$ cat src/rtl/dmem_snake_reader_if.sv
// dmem_snake_reader_if: VGA-side data-memory read port.
// master: the snapshot reader (drives address/data/wren, receives q).
// slave:  the data memory (returns q).
interface dmem_snake_reader_if;
    logic [11:0] address_dmem_fromVGA;
    logic [31:0] data_fromVGA;
    logic        wren_fromVGA;
    logic [31:0] q_dmem_toVGA;

    modport master (
        output address_dmem_fromVGA,
        output data_fromVGA,
        output wren_fromVGA,
        input  q_dmem_toVGA
    );

    modport slave (
        input  address_dmem_fromVGA,
        input  data_fromVGA,
        input  wren_fromVGA,
        output q_dmem_toVGA
    );
endinterface

$ cat src/rtl/dmem_snake_reader.sv
// dmem_snake_reader: on each frame_start, scans NUM_WORDS data-memory words starting at
// BASE_ADDR into a shadow buffer, then commits them to snake_data in a single cycle so the
// renderer never sees a partially updated board.
// Optional feature: define DMEM_SNAKE_READER_XOR_EN to build the frame_xor checksum;
// otherwise frame_xor is tied to zero.
module dmem_snake_reader #(
    parameter logic [11:0] BASE_ADDR = 12'd0,
    parameter int unsigned NUM_WORDS = 10,
    parameter int unsigned RD_LAT    = 1
) (
    input  logic                    clock,
    input  logic                    reset,
    input  logic                    frame_start,
    dmem_snake_reader_if.master     dmem,
    output logic [NUM_WORDS*32-1:0] snake_data,
    output logic                    snapshot_valid,
    output logic                    busy,
    output logic [31:0]             frame_xor
);

    // 7 bits: the capture counter reaches NUM_WORDS (up to 64) after the last capture.
    localparam int unsigned CntW = 7;
    localparam logic [CntW-1:0] LastIdx   = CntW'(NUM_WORDS - 1);
    localparam logic [1:0]      LastDrain = 2'(RD_LAT - 1);

    typedef enum logic [1:0] {StIdle, StRead, StDrain, StCommit} state_e;

    state_e                  state_q, state_d;
    logic [CntW-1:0]         issue_q, issue_d;
    logic [CntW-1:0]         cap_q;
    logic [1:0]              drain_q, drain_d;
    logic                    pending_q, pending_d;
    logic [RD_LAT-1:0]       cap_pipe_q;
    logic [NUM_WORDS*32-1:0] shadow_q;
    logic                    start_scan;
    logic                    commit;
    logic                    issuing;
    logic                    cap_en;

    assign issuing = (state_q == StRead);
    assign cap_en  = cap_pipe_q[RD_LAT-1];
    assign busy    = (state_q != StIdle);

    assign dmem.data_fromVGA = '0;
    assign dmem.wren_fromVGA = 1'b0;

    // Read address: walks BASE_ADDR+i (mod 4096) during READ, parks at BASE_ADDR otherwise.
    always_comb begin
        dmem.address_dmem_fromVGA = BASE_ADDR;
        if (issuing) begin
            dmem.address_dmem_fromVGA = BASE_ADDR + 12'(issue_q);
        end
    end

    // Next-state logic for the scan FSM and the pending-request flag.
    always_comb begin
        state_d    = state_q;
        issue_d    = issue_q;
        drain_d    = drain_q;
        pending_d  = pending_q;
        start_scan = 1'b0;
        commit     = 1'b0;
        if (frame_start && (state_q != StIdle)) begin
            pending_d = 1'b1;
        end
        unique case (state_q)
            StIdle: begin
                if (frame_start) begin
                    state_d    = StRead;
                    start_scan = 1'b1;
                end
            end
            StRead: begin
                issue_d = issue_q + CntW'(1);
                drain_d = '0;
                if (issue_q == LastIdx) begin
                    state_d = StDrain;
                end
            end
            StDrain: begin
                drain_d = drain_q + 2'd1;
                if (drain_q == LastDrain) begin
                    state_d = StCommit;
                end
            end
            StCommit: begin
                commit = 1'b1;
                // A request arriving in this very cycle is served by the restart too.
                if (pending_q || frame_start) begin
                    state_d    = StRead;
                    start_scan = 1'b1;
                    pending_d  = 1'b0;
                end else begin
                    state_d = StIdle;
                end
            end
            default: state_d = StIdle;
        endcase
        if (start_scan) begin
            issue_d = '0;
        end
    end

    // FSM state, issue/drain counters and pending flag.
    always_ff @(posedge clock or posedge reset) begin
        if (reset) begin
            state_q   <= StIdle;
            issue_q   <= '0;
            drain_q   <= '0;
            pending_q <= 1'b0;
        end else begin
            state_q   <= state_d;
            issue_q   <= issue_d;
            drain_q   <= drain_d;
            pending_q <= pending_d;
        end
    end

    // Capture pipeline: an issue in cycle c becomes a capture enable in cycle c+RD_LAT.
    always_ff @(posedge clock or posedge reset) begin
        if (reset) begin
            cap_pipe_q <= '0;
        end else begin
            cap_pipe_q[0] <= issuing;
            for (int j = 1; j < RD_LAT; j++) begin
                cap_pipe_q[j] <= cap_pipe_q[j-1];
            end
        end
    end

    // Shadow buffer fill: returning words land in consecutive slots.
    always_ff @(posedge clock or posedge reset) begin
        if (reset) begin
            cap_q    <= '0;
            shadow_q <= '0;
        end else if (start_scan) begin
            cap_q <= '0;
        end else if (cap_en) begin
            shadow_q[32*int'(cap_q) +: 32] <= dmem.q_dmem_toVGA;
            cap_q                          <= cap_q + CntW'(1);
        end
    end

    // Atomic publish of the shadow buffer with a one-cycle valid pulse.
    always_ff @(posedge clock or posedge reset) begin
        if (reset) begin
            snake_data     <= '0;
            snapshot_valid <= 1'b0;
        end else begin
            snapshot_valid <= commit;
            if (commit) begin
                snake_data <= shadow_q;
            end
        end
    end

`ifdef DMEM_SNAKE_READER_XOR_EN
    logic [31:0] xor_acc_q;

    // Running XOR of captured words, published alongside snake_data.
    always_ff @(posedge clock or posedge reset) begin
        if (reset) begin
            xor_acc_q <= '0;
            frame_xor <= '0;
        end else begin
            if (start_scan) begin
                xor_acc_q <= '0;
            end else if (cap_en) begin
                xor_acc_q <= xor_acc_q ^ dmem.q_dmem_toVGA;
            end
            if (commit) begin
                frame_xor <= xor_acc_q;
            end
        end
    end
`else
    assign frame_xor = 32'd0;
`endif

endmodule

$ cat src/flat_wrapper.sv
// flat-port wrapper written by rule: the top's interface ports become plain ports
module dmem_snake_reader_flat 
#(
    parameter logic [11:0] BASE_ADDR = 12'd0,
    parameter int unsigned NUM_WORDS = 10,
    parameter int unsigned RD_LAT    = 1
)
  (clock, reset, frame_start, snake_data, snapshot_valid, busy, frame_xor, dmem_address_dmem_fromVGA, dmem_data_fromVGA, dmem_wren_fromVGA, dmem_q_dmem_toVGA);
  dmem_snake_reader_if dmem_i ();
  input  logic clock;
  input  logic reset;
  input  logic frame_start;
  output logic [NUM_WORDS*32-1:0] snake_data;
  output logic snapshot_valid;
  output logic busy;
  output logic [31:0] frame_xor;
  output wire logic [$bits(dmem_i.address_dmem_fromVGA)-1:0] dmem_address_dmem_fromVGA;
  output wire logic [$bits(dmem_i.data_fromVGA)-1:0] dmem_data_fromVGA;
  output wire logic [$bits(dmem_i.wren_fromVGA)-1:0] dmem_wren_fromVGA;
  input wire logic [$bits(dmem_i.q_dmem_toVGA)-1:0] dmem_q_dmem_toVGA;
  assign dmem_address_dmem_fromVGA = dmem_i.address_dmem_fromVGA;
  assign dmem_data_fromVGA = dmem_i.data_fromVGA;
  assign dmem_wren_fromVGA = dmem_i.wren_fromVGA;
  assign dmem_i.q_dmem_toVGA = dmem_q_dmem_toVGA;
  dmem_snake_reader #(.BASE_ADDR(BASE_ADDR), .NUM_WORDS(NUM_WORDS), .RD_LAT(RD_LAT)) u_core (.clock(clock), .reset(reset), .frame_start(frame_start), .dmem(dmem_i), .snake_data(snake_data), .snapshot_valid(snapshot_valid), .busy(busy), .frame_xor(frame_xor));
endmodule
$ cat config.mk
export PLATFORM = sky130hd
export DESIGN_NAME = dmem_snake_reader_flat
export DESIGN_NICKNAME = d
export VERILOG_FILES = /design/src/rtl/dmem_snake_reader_if.sv /design/src/rtl/dmem_snake_reader.sv /design/src/flat_wrapper.sv
export SDC_FILE = /design/constraint.sdc
export NUM_CORES = 1
export LEC_CHECK = 0
export CAP_MARGIN = 20
export CORE_MARGIN = 8
export CORE_UTILIZATION = 30
export DETAILED_ROUTE_END_ITERATION = 8
export PLACE_DENSITY = 0.61
export SYNTH_ARGS = -nofsm -noshare
export SYNTH_HDL_FRONTEND = slang
export SYNTH_SLANG_ARGS = --single-unit
$ cat constraint.sdc
create_clock -name clock -period 32.4 [get_ports clock]
set_input_delay 6.48 -clock clock [delete_from_list [all_inputs] [get_ports clock]]
set_output_delay 6.48 -clock clock [all_outputs]
set_load 0.01 [all_outputs]
== Word level (Yosys, flattened, before mapping) ==
Index checks and enable logic that the tools add are counted.

* Memory bits (read-only): 0
* Word-level logic and storage cells: 52
* Memories kept: 0
* Output and inout bits: 399
* Bits in latches: 0
* Input port bits: 35
* Bits in registers: 661
* Bits in writable memories: 0

* Multiplexer cells: 19
* $add $sub $neg: 4
* Shifts and indexed selects: 2
* Divide/modulo/power cells: 0
* Bitwise operators: 1
* $mul: 0
* $lt $le $gt $ge: 0
* Reduce and logical (&&, ||, !) cells: 10
* Equal/unequal tests: 7

{| class="wikitable"
|+ Operator list
! cell !! count
|-
| $bwmux W320 || 1
|-
| $shift A32 B33 Y320 const A || 1
|-
| $shiftx A32 B33 Y320 || 1
|-
| $mux W7 || 5
|-
| $neg A12 Y33 || 1
|-
| $add A7 B1 Y7 const B || 2
|-
| $pmux W2 S4 || 1
|-
| $reduce_bool A2 Y1 || 4
|-
| $eq A7 B4 Y1 const B || 1
|-
| $mux W1 || 7
|-
| $mux W2 || 3
|-
| $eq A2 B2 Y1 const B || 2
|-
| $logic_not A2 Y1 || 2
|-
| $ne A2 B2 Y1 const B || 2
|-
| $pmux W2 S2 || 1
|-
| $reduce_and A3 Y1 || 1
|-
| $add A2 B1 Y2 const B || 1
|-
| $eq A2 B1 Y1 const B || 1
|-
| $ne A2 B1 Y1 const B || 1
|-
| $pmux W1 S2 || 1
|-
| $reduce_and A2 Y1 || 1
|-
| $logic_and A1 B1 Y1 || 1
|-
| $logic_or A1 B1 Y1 || 1
|-
| $not A1 Y1 || 1
|}

== Longest topological paths before layout ==
Gate-level depths: netlist of run 1.

* Depth after elaboration: 5
* Depth in mapped cells: 13
* Gate-level depth less buffers: 10

== Worst setup path before layout of run 1 ==
No wires, ideal clock.

* Path kind: input to register
* From: input port frame_start
* To: register u_core.shadow_q[213]
* Library setup time: 0.125 ns
* Required time: 32.275 ns
* Path slack: 24.080 ns
* Cell stages on the path: 6
* Buffers on the path: 1
* Data arrival time: 8.195 ns
* Path through: or2_1 a211oi_2 nand4_4 nor4b_4 buf_4 mux2_2

* Cells in the longest elaborated chain, start to end: 5
* Elaborated cells between the ends (all ways): 6
* Those cells by class: 3 x mux; 1 x bitwise; 2 x reduce/logical

{| class="wikitable"
|+ RTL lines
! element !! line !! text
|-
| start, declared || flat_wrapper.sv:12 || <nowiki>input logic frame_start;</nowiki>
|-
| $logic_or A1 B1 Y1 || dmem_snake_reader.sv:89 || <nowiki>if (pending_q || frame_start) begin</nowiki>
|-
| $mux W1 || dmem_snake_reader.sv:89 ||
|-
| $pmux W1 S2 (*) || dmem_snake_reader.sv:66 || <nowiki>unique case (state_q)</nowiki>
|-
| $not A1 Y1 (no line) (*) || -- ||
|-
| $reduce_and A2 Y1 (no line) (*) || -- ||
|-
| end signal, assigned by index || dmem_snake_reader.sv:139 || <nowiki>shadow_q[32*int'(cap_q) +: 32] <= dmem.q_dmem_toVGA;</nowiki>
|-
| end, declared || dmem_snake_reader.sv:34 || <nowiki>logic [NUM_WORDS*32-1:0] shadow_q;</nowiki>
|}

Mark *: on every way between the ends. The rest lies on a longest branch, timed or not.
A chain may end at the register's enable or synchronous reset.

==> summary.txt, run 1 <==
Clock tree
  • CTS Buffer Depth: 3
  • Worst skew pair latency: 0.60 ns
  • Post-cts sizing count: 0
  • TritonCTS Sinks: 661
  • H-tree depth: 3
  • Clock Tree Root: clkbuf_16
  • Worst-path clk slew: around 0.050 ns
  • Post-CTS Hold Buffers: 0
  • Num CTS Buffers: between 70 and 80
  • CTS tree: done
  • Post-CTS setup buffer count: 0

STA
  • Final critical-path share of the clock period: 0.304
  • RSZ-0062 raised after global routing: no
  • Hold_ws: around 0.47 ns
  • Hold Violations, Final: 0
  • Worst clock skew: between 0.01 and 0.015 ns
  • Min Tclk post-route: 9.84 ns
  • Final setup violation count: 0
  • Final worst setup slack: roughly 23 ns
  • Final TNS setup: 0 ns
  • Slew headroom: 0.280
  • Worst-Margin Slew: between 1 and 1.5 ns
  • Max Fclk: ~100 MHz
  • Final max-slew violation count: 0

Final layout
  • Final instance area: approximately 34,000 um^2
  • Fin nets: between 2,000 and 2,500
  • Post-layout util: 0.382
  • FF/Latch Area: ~17,000 um^2
  • Area grow syn2layout: 26.6%
  • Layout cell share with drive strength beyond 1: 0.268
  • Leading cell type in the layout, fill and taps excluded: dfrtp_1
  • Multi-input gate area: ~9600 um^2
  • Commonest cells after routing, fill and taps aside: dfrtp_1 (661), mux2_2 (432), clkdlybuf4s50_1 (363)
  • Non-Filler Instances: 3,595
  • Filler Cells Inserted: 8,407

Global route
  • GRT Residual Overflow: 0
  • Vias in the first global route: 18,168
  • Largest net degree at the start of global routing: 95
  • Total track usage: 0.161
  • Antenna violations before repair: 7
  • First-pass GRT wire length: between 100,000 and 150,000 um

Synthesis
  • Top cells by area, synth: dfrtp_1 (61%), mux2_2 (18%), mux2_4 (2.5%)
  • Main combinational cell family by area after synthesis: multiplexers
  • Post-synth EDFFs: 0
  • Synth Area in Compound Gates: 0.0267
  • Ys flop type: dfrtp_1
  • Async S/R FF share, synth: 1.00
  • Syn Inst Count: about 2,000
  • Synth area leader: dfrtp_1
  • Xor-xnor portion of the synthesized cell area: 0.00291
  • Area share of and/or/nand/nor cells after synthesis: 0.0638
  • Flops & latches, synth: around 660
  • Ys Warns: 0
  • Avg Cell Area, Syn: roughly 14 um^2
  • Post-synthesis mux area share: 0.243
  • Post-synth cell types: between 50 and 60
  • Seq/Total Area, Yosys: 0.610
  • Post-Syn Area: 27,100 um^2
  • Top cell type's share of synthesized area: 0.610
  • Post-synthesis adder-cell area fraction: 0.00461

Place
  • Cell total after placement: 3,456
  • IO buf count: ~360
  • Gpl congestion: ~0.76
  • HPWL Detailed: around 57,000 um
  • Dpl ws: around 21 ns
  • DP Area: approximately 32,000 um^2

Worst hold path
  • Worst hold path class: reg2reg

Die
  • DIE HEIGHT: approximately 320 um
  • Initial Utilization: 0.302
  • FP Rows: 110
  • Die area: ~100,000 um^2
  • Core area: 89,900 um^2
  • Boundary Pins: 434
  • Die X: 317 um

Setup path
  • Arr. time, crit path: 10.48 ns
  • Startpoint types: primary input
  • Critical Path RT: about 33 ns
  • CP Cell Sequence: clkdlybuf4s50_1, inv_8, buf_4, buf_4, buf_4, buf_4
  • Most used cell along the critical path: buf_4
  • Max stage delay cell, worst path: buf_4
  • Crit path max fanout: 94
  • Crit path capture type: async pin
  • Max stage delay on crit path: slightly below 0.9 ns
  • WS Path Type: in2async

Drt
  • Avg WL per Cell: about 23 um
  • DR pass1 iterations: 5
  • DR DRC count: 0
  • Via count: 16,858
  • Initial detailed-routing violation count: roughly 910
  • Antenna viol nets, final: 0
  • Drt total wl: 82,200 um
  • Vias per inst: around 4.7

Pwr
  • Cell area power density: 82.0 nW/um^2
  • Leakage power: 15.9 nW
  • Total power: about 2.8 mW
  • Peak VDD IR: roughly 0.058 mV

Job
  • Max cap viols: 0

Run status
  • Status: finished, final reports clean
==> routing by layer <==
metal | part of all wire | track usage | up-vias
met5 | 0.00037 | 0 | -
met4 | 0.039 | 0.0642 | 4
met3 | 0.062 | 0.0407 | 139
met2 | 0.48 | 0.267 | 454
met1 | 0.41 | 0.201 | 8827
li1 | - | - | 7434
==> state kept, by name, indices dropped and copies added, names as in the netlist <==
register,cells
u_core.drain_q,2
u_core.snake_data,320
u_core.shadow_q,320
u_core.state_q,2
u_core.cap_en,1
u_core.cap_q,7
u_core.snapshot_valid,1
u_core.pending_q,1
u_core.issue_q,7
==> cell type report <==
class | count | share of cell area
inverters | 68 | 0.00765
flip-flops and latches | 661 | 0.482
clock buffers | 105 | 0.0611
well taps | 1176 | 0.0428
diodes | 1 | 0.0000729
clock inverters | 30 | 0.0121
multi-input cells | 1158 | 0.280
repair buffers | 396 | 0.115
==> logic make-up (layout without fill, tap and decap cells) <==
family	Yosys count	count (layout)
AO/OA/AOI/OAI	129	129
XOR/XNOR	9	9
adder cells (fa/ha/maj)	10	10
buffers and inverters	254	599
flip-flops	661	661
multiplexers	577	577
other	1	71
AND/OR/NAND/NOR	363	363
==> Yosys cell counts (3+ instances only) <==
cell,instances
nand4_1,5
buf_1,8
inv_1,68
mux2i_1,54
dfrtp_1,661
o31ai_1,12
xnor2_1,4
nor3_1,4
nand2_1,117
buf_4,75
nor2_1,121
buf_2,17
nor3b_1,4
xor2_1,5
mux2_1,45
nor4b_1,3
mux2_2,432
ha_1,10
or3_1,5
nor2b_1,6
a21oi_1,9
o21ai_0,93
clkbuf_1,78
buf_6,8
nand3_1,30
and3_1,38
and2_1,8
mux2_4,46
nand2b_1,4
nand3b_1,3
a211oi_1,3
==> critical path, delay by kind of cell <==
kind     cells  cell delay, ns
buf+inv      6            3.77
==> power by group <==
part	internal [mW]	total (mW)	switching, mW
registers	0.994	1.11	0.114
logic	0.373	0.847	0.474
clock network	0.519	0.863	0.343
total	1.89	2.82	0.931
==> worst paths after layout <==
| kind | start | end | slack (ns) | depth (start not counted) |
|---|---|---|---|---|
| max | reset | u_core.snake_data[300] | 22.56 | 6 |
| min | u_core.shadow_q[288] | u_core.shadow_q[288] | 0.47 | 2 |
| max reg2reg | u_core.cap_q[0] | u_core.shadow_q[287] | 28.02 | 7 |
| min reg2reg | u_core.shadow_q[288] | u_core.shadow_q[288] | 0.47 | 2 |
| max in group clock | frame_start | u_core.shadow_q[287] | 23.13 | 7 |
| min in group asynchronous | reset | u_core.shadow_q[76] | 6.39 | 2 |
Note: power is estimated with default switching activity, not from simulation.
==> run 2, diff against run 1 <==
clock period = 9.1 ns   (was 32.4 ns; I/O delays follow)
==> run 2 against run 1 <==
Net effect: sequential power rose to 3.5 times the previous value; design area grew 0.27%; critical path depth grew 1; clock skew up 0.017 ns; critical endpoint is now u_core.shadow_q[287]; highest routed layer unchanged.
==> summary.txt, run 2 (synthesis results as in run 1) <==
Run status
  • Status: finished, final reports clean

Drt
  • DR pass1 iterations: 5
  • Drt total wl: 81,700 um
  • DR DRC count: 0
  • Metal-1 WL: between 30,000 and 40,000 um
  • Met2 Routed Length: 41,400 um
  • Met3 wire len: between 4000 and 5000 um
  • Top routing layer in use: met5
  • Avg WL per Cell: ~23 um
  • Vias per inst: approximately 4.7
  • Via count: 16,757
  • Initial detailed-routing violation count: between 1,000 and 1,500
  • Antenna viol nets, final: 0

Clock tree
  • Num CTS Buffers: 74
  • Clock Tree Root: clkbuf_16
  • Worst skew pair latency: ~0.6 ns
  • Worst-path clk slew: approximately 0.06 ns
  • Post-cts sizing count: 0
  • CTS Buffer Depth: 3
  • H-tree depth: 3
  • TritonCTS Sinks: 661
  • CTS tree: done
  • Post-CTS setup buffer count: 0
  • Post-CTS Hold Buffers: 0

STA
  • Max Fclk: roughly 220 MHz
  • Worst clock skew: 0.0309 ns
  • Final setup violation count: 0
  • Final worst setup slack: approximately 4.6 ns
  • Worst-Margin Slew: about 1.2 ns
  • RSZ-0062 raised after global routing: no
  • Final TNS setup: 0 ns
  • Hold Violations, Final: 0
  • Min Tclk post-route: between 4 and 5 ns
  • Final critical-path share of the clock period: 0.494
  • Slew headroom: 0.233
  • Final max-slew violation count: 0

Setup path
  • Delay-heaviest family, CP: simple AND/OR/NAND/NOR gates
  • Worst R2R Path Depth: 7
  • Arr. time, crit path: 4.98 ns
  • CP startpoint: frame_start
  • R2r startpoint: u_core.cap_q[0]
  • Max stage delay cell, worst path: and4bb_2
  • Crit path capture type: flip-flop
  • Reg2reg setup slack: roughly 4.8 ns
  • Worst Setup EP: u_core.shadow_q[287]
  • Max stage delay on crit path: 0.85 ns
  • Critical Path RT: 9.58 ns
  • Crit path max fanout: 17
  • Startpoint types: primary input
  • Reg-to-reg endpoint: u_core.shadow_q[287]
  • CP Cell Sequence: clkdlybuf4s50_1, or2_1, a211oi_2, nand2_1, and4bb_2, buf_4, mux2_1
  • Buffers and inverters on the worst path: 2
  • WP depth: 7
  • WS Path Type: in2reg

Place
  • HPWL Detailed: 56,000 um
  • IO buf count: about 360
  • Dpl ws: 4.03 ns
  • Gpl congestion: between 0.7 and 0.8
  • DP Area: 31,800 um^2

Pwr
  • Peak VDD IR: roughly 0.21 mV
  • Cell area power density: around 290 nW/um^2
  • Total power: 10.1 mW
  • Leakage power: 16.0 nW

Die
  • Boundary Pins: between 400 and 500
  • FP Rows: 110
  • Initial Utilization: 0.302
  • Die area: 100,000 um^2
  • Die X: around 320 um
  • DIE HEIGHT: 317 um
  • Core area: roughly 90,000 um^2

Final layout
  • Commonest cells after routing, fill and taps aside: dfrtp_1 (661), mux2_2 (432), clkdlybuf4s50_1 (363)
  • Final instance area: around 34,000 um^2
  • Layout cell share with drive strength beyond 1: 0.272
  • Fin nets: about 2,400
  • Leading cell type in the layout, fill and taps excluded: dfrtp_1
  • Area grow syn2layout: 27.0%
  • Post-layout util: 0.383
  • Largest regs: u_core.shadow_q (320), u_core.snake_data (320)

Global route
  • Antenna violations before repair: 8
  • Total track usage: 0.160
  • Vias in the first global route: roughly 18,000
  • First-pass GRT wire length: 121,000 um
  • GRT Residual Overflow: 0
  • Largest net degree at the start of global routing: about 190

Job
  • Max cap viols: 0

Worst hold path
  • Worst hold path class: reg2reg
-- run 2: cell types whose count changed in the layout (fill, tap and decap cells not counted), sizes merged --
cell,change
bufinv,-1
clkbuf,-4
diode,+2
buf,-2
inv,-3
clkinv,+5
clkinvlp,+3
-- run 2: power by group --
part           internal, mW  switching, mW  total, mW  leakage, nW
registers              3.54          0.395       3.93         8.70
clock network          1.87           1.24       3.11         1.26
logic                  1.34           1.67       3.02         6.01
total                  6.75           3.31       10.1         16.0
-- run 2: tightest hold or removal path, delay by kind of cell, from the launching register on --
kind / cells / cell delay (ns)
simple gates: 1 / 0.05
compound gates: 1 / 0.05
flops: 1 / 0.33
-- run 2: cell type report --
type / instances / area [um^2]
well taps: 1176 / 1470
flip-flops and latches: 661 / 16500
clock buffers: 101 / 2160
clock inverters: 34 / 410
diodes: 3 / 7.51
fillers: 8453 / 55400
multi-input cells: 1158 / 9620
inverters: 68 / 259
repair buffers: 394 / 3970
-- run 2: how the worst min path moves through the flow --
| stage | startpoint | endpoint | cells past startpoint |
|---|---|---|---|
| finish | u_core.shadow_q[293] | u_core.shadow_q[293] | 2 |
| global route | u_core.shadow_q[295] | u_core.shadow_q[295] | 2 |
| CTS | u_core.shadow_q[293] | u_core.shadow_q[293] | 2 |
| detailed placement | u_core.shadow_q[293] | u_core.shadow_q[293] | 2 |
| global placement | u_core.shadow_q[316] | u_core.shadow_q[316] | 2 |
| floorplan | u_core.shadow_q[288] | u_core.shadow_q[288] | 2 |
-- run 2: metrics by stage --
step           hold WS (ns)  std cells
4_1_cts               0.475       3589
6_report              0.469       3595
2_1_floorplan         0.443       2073
3_5_place_dp          0.461       3454
5_1_grt               0.494       3592
3_3_place_gp          0.456       3453
-- run 2: layer usage --
metal / track usage / up-vias
li1: - / 7442
met1: 0.198 / 8776
met2: 0.281 / 429
met3: 0.0358 / 108
met4: 0.0444 / 2
met5: 0 / -
==> run 3, diff against run 2 <==
clock period = 4.47 ns   (was 9.1 ns; I/O delays follow)
==> run 3 against run 2 <==
Net effect: clock power is 100% higher; largest power group unchanged; sequential share of layout area fell by 0.22 points; register-to-register slack lost 4.1 ns; utilization is 0.17 points higher; critical path depth is 4 higher; total power grew 100%; die area unchanged; sequential cell count unchanged; critical endpoint is now u_core.shadow_q[223]; combinational power rose by 110%.
==> summary.txt, run 3 (synthesis results as in run 1) <==
STA
  • Final worst setup slack: roughly 0.72 ns
  • Min Tclk post-route: 3.75 ns
  • Worst clock skew: 0.0182 ns
  • Worst-Margin Slew: around 1.4 ns
  • Hold_ws: approximately 0.48 ns
  • RSZ-0062 raised after global routing: no
  • Slew headroom: 0.0869
  • Final setup violation count: 0
  • Max Fclk: 267 MHz
  • Final max-slew violation count: 0
  • Hold Violations, Final: 0
  • Final critical-path share of the clock period: 0.839

Setup path
  • Delay-heaviest family, CP: buffers and inverters
  • Startpoint types: flip-flop
  • CP Cell Sequence: inv_1, ha_1, inv_1, nor3_1, ha_1, nand2b_1, a21oi_1, nand4_4, nor4b_4, buf_4, mux2_2
  • Max stage delay on crit path: 0.65 ns
  • Critical Path RT: between 4 and 5 ns
  • Max stage delay cell, worst path: dfrtp_1
  • Crit path capture type: flip-flop
  • WS Path Type: reg2reg
  • Crit path max fanout: 32
  • Arr. time, crit path: between 4 and 5 ns
  • Buffers and inverters on the worst path: 3

Pwr
  • Leakage power: between 15 and 20 nW
  • Cell area power density: 593 nW/um^2
  • Peak VDD IR: 0.476 mV

Place
  • Dpl ws: roughly 0.76 ns
  • HPWL Detailed: around 58,000 um
  • IO buf count: about 360
  • Gpl congestion: about 0.81
  • Cell total after placement: between 3,000 and 4,000

Final layout
  • Fin nets: roughly 2,400
  • Area grow syn2layout: 27.5%
  • Non-Filler Instances: around 3,600
  • Largest regs: u_core.shadow_q (320), u_core.snake_data (320)
  • Commonest cells after routing, fill and taps aside: dfrtp_1 (661), mux2_2 (432), clkdlybuf4s50_1 (363)
  • Leading cell type in the layout, fill and taps excluded: dfrtp_1
  • Layout cell share with drive strength beyond 1: 0.274

Clock tree
  • Worst-path clk slew: roughly 0.060 ns
  • Post-CTS Hold Buffers: 0
  • Worst skew pair latency: about 0.62 ns
  • CTS tree: done
  • TritonCTS Sinks: ~660
  • H-tree depth: 3
  • CTS Buffer Depth: 3
  • Post-CTS setup buffer count: 0
  • Post-cts sizing count: 0
  • Num CTS Buffers: between 70 and 80
  • Clock Tree Root: clkbuf_16

Die
  • Core area: ~90,000 um^2
  • Initial Utilization: 0.302
  • Die area: approximately 100,000 um^2
  • Die X: about 320 um
  • DIE HEIGHT: ~320 um
  • Boundary Pins: 434
  • FP Rows: 110

Global route
  • Antenna violations before repair: 1
  • Total track usage: 0.162
  • GRT Residual Overflow: 0
  • Largest net degree at the start of global routing: between 150 and 200
  • First-pass GRT wire length: 123,000 um
  • Vias in the first global route: around 18,000

Drt
  • Antenna viol nets, final: 0
  • Drt total wl: slightly above 80,000 um
  • Initial detailed-routing violation count: ~1,100
  • Avg WL per Cell: approximately 23 um
  • DR DRC count: 0
  • Vias per inst: about 4.7
  • DR pass1 iterations: 6
  • Via count: between 15,000 and 20,000

Worst hold path
  • Worst hold path class: reg2reg

Run status
  • Status: finished, final reports clean

Job
  • Max cap viols: 0
-- run 3: changes by cell type in the layout (fill, tap and decap cells not counted), moves of 3 or more --
cell,before,now
clkbuf_8,14,11
clkbuf_16,77,80
buf_12,5,11
buf_4,24,42
inv_6,1,4
clkinv_2,15,7
clkbuf_1,10,20
-- run 3: stage by stage --
stage | util | cell area, um^2 | TNS [ns] | power (mW)
detailed placement | 0.357 | 32100 | 0 | 14.4
CTS | 0.385 | 34600 | 0 | 20.8
global placement | 0.357 | 32100 | 0 | 14.3
finish | 0.385 | 34600 | 0 | 20.5
floorplan | - | 27400 | -3609.37 | 11.5
global route | 0.385 | 34600 | 0 | 21.6
-- run 3: cell type report --
type | instances | area [um^2]
Fill cell | 8418 | 55300
Sequential cell | 661 | 16500
Tap cell | 1176 | 1470
Clock buffer | 111 | 2230
Inverter | 68 | 259
Timing Repair Buffer | 417 | 4180
Clock inverter | 22 | 288
Multi-Input combinational cell | 1158 | 9620
Antenna cell | 1 | 2.50
-- run 3: per-layer routing --
layer  wire length (um)  vias up  GRT usage
met3               4750       89     0.0373
li1                   -     7483          -
met5                  0        -          0
met4               1400        0     0.0376
met1              34300     8864      0.201
met2              42500      396      0.287
-- run 3: worst paths after layout --
check                                           from                endpoint  slack [ns]  cells after the start
min in group asynchronous                      reset     u_core.shadow_q[27]        0.78                      2
worst max-delay path                 u_core.cap_q[0]    u_core.shadow_q[223]        0.72                     11
max in group asynchronous                      reset  u_core.snake_data[202]        2.36                      3
worst min-delay path            u_core.shadow_q[288]    u_core.shadow_q[288]        0.48                      2
worst max register to register       u_core.cap_q[0]    u_core.shadow_q[223]        0.72                     11
worst min register to register  u_core.shadow_q[288]    u_core.shadow_q[288]        0.48                      2
-- run 3: power by group --
part           total [mW]  internal, mW  switching [mW]
Combinational        6.22          2.77            3.44
Clock                6.27          3.76            2.51
Sequential           8.04          7.20           0.835
Total                20.5          13.7            6.78
-- run 3: tightest hold or removal path, delay by kind of cell, from the launching register on --
family | cells | cell delay, ns
AO/OA/AOI/OAI | 1 | 0.05
AND/OR/NAND/NOR | 1 | 0.05
flip-flops | 1 | 0.34
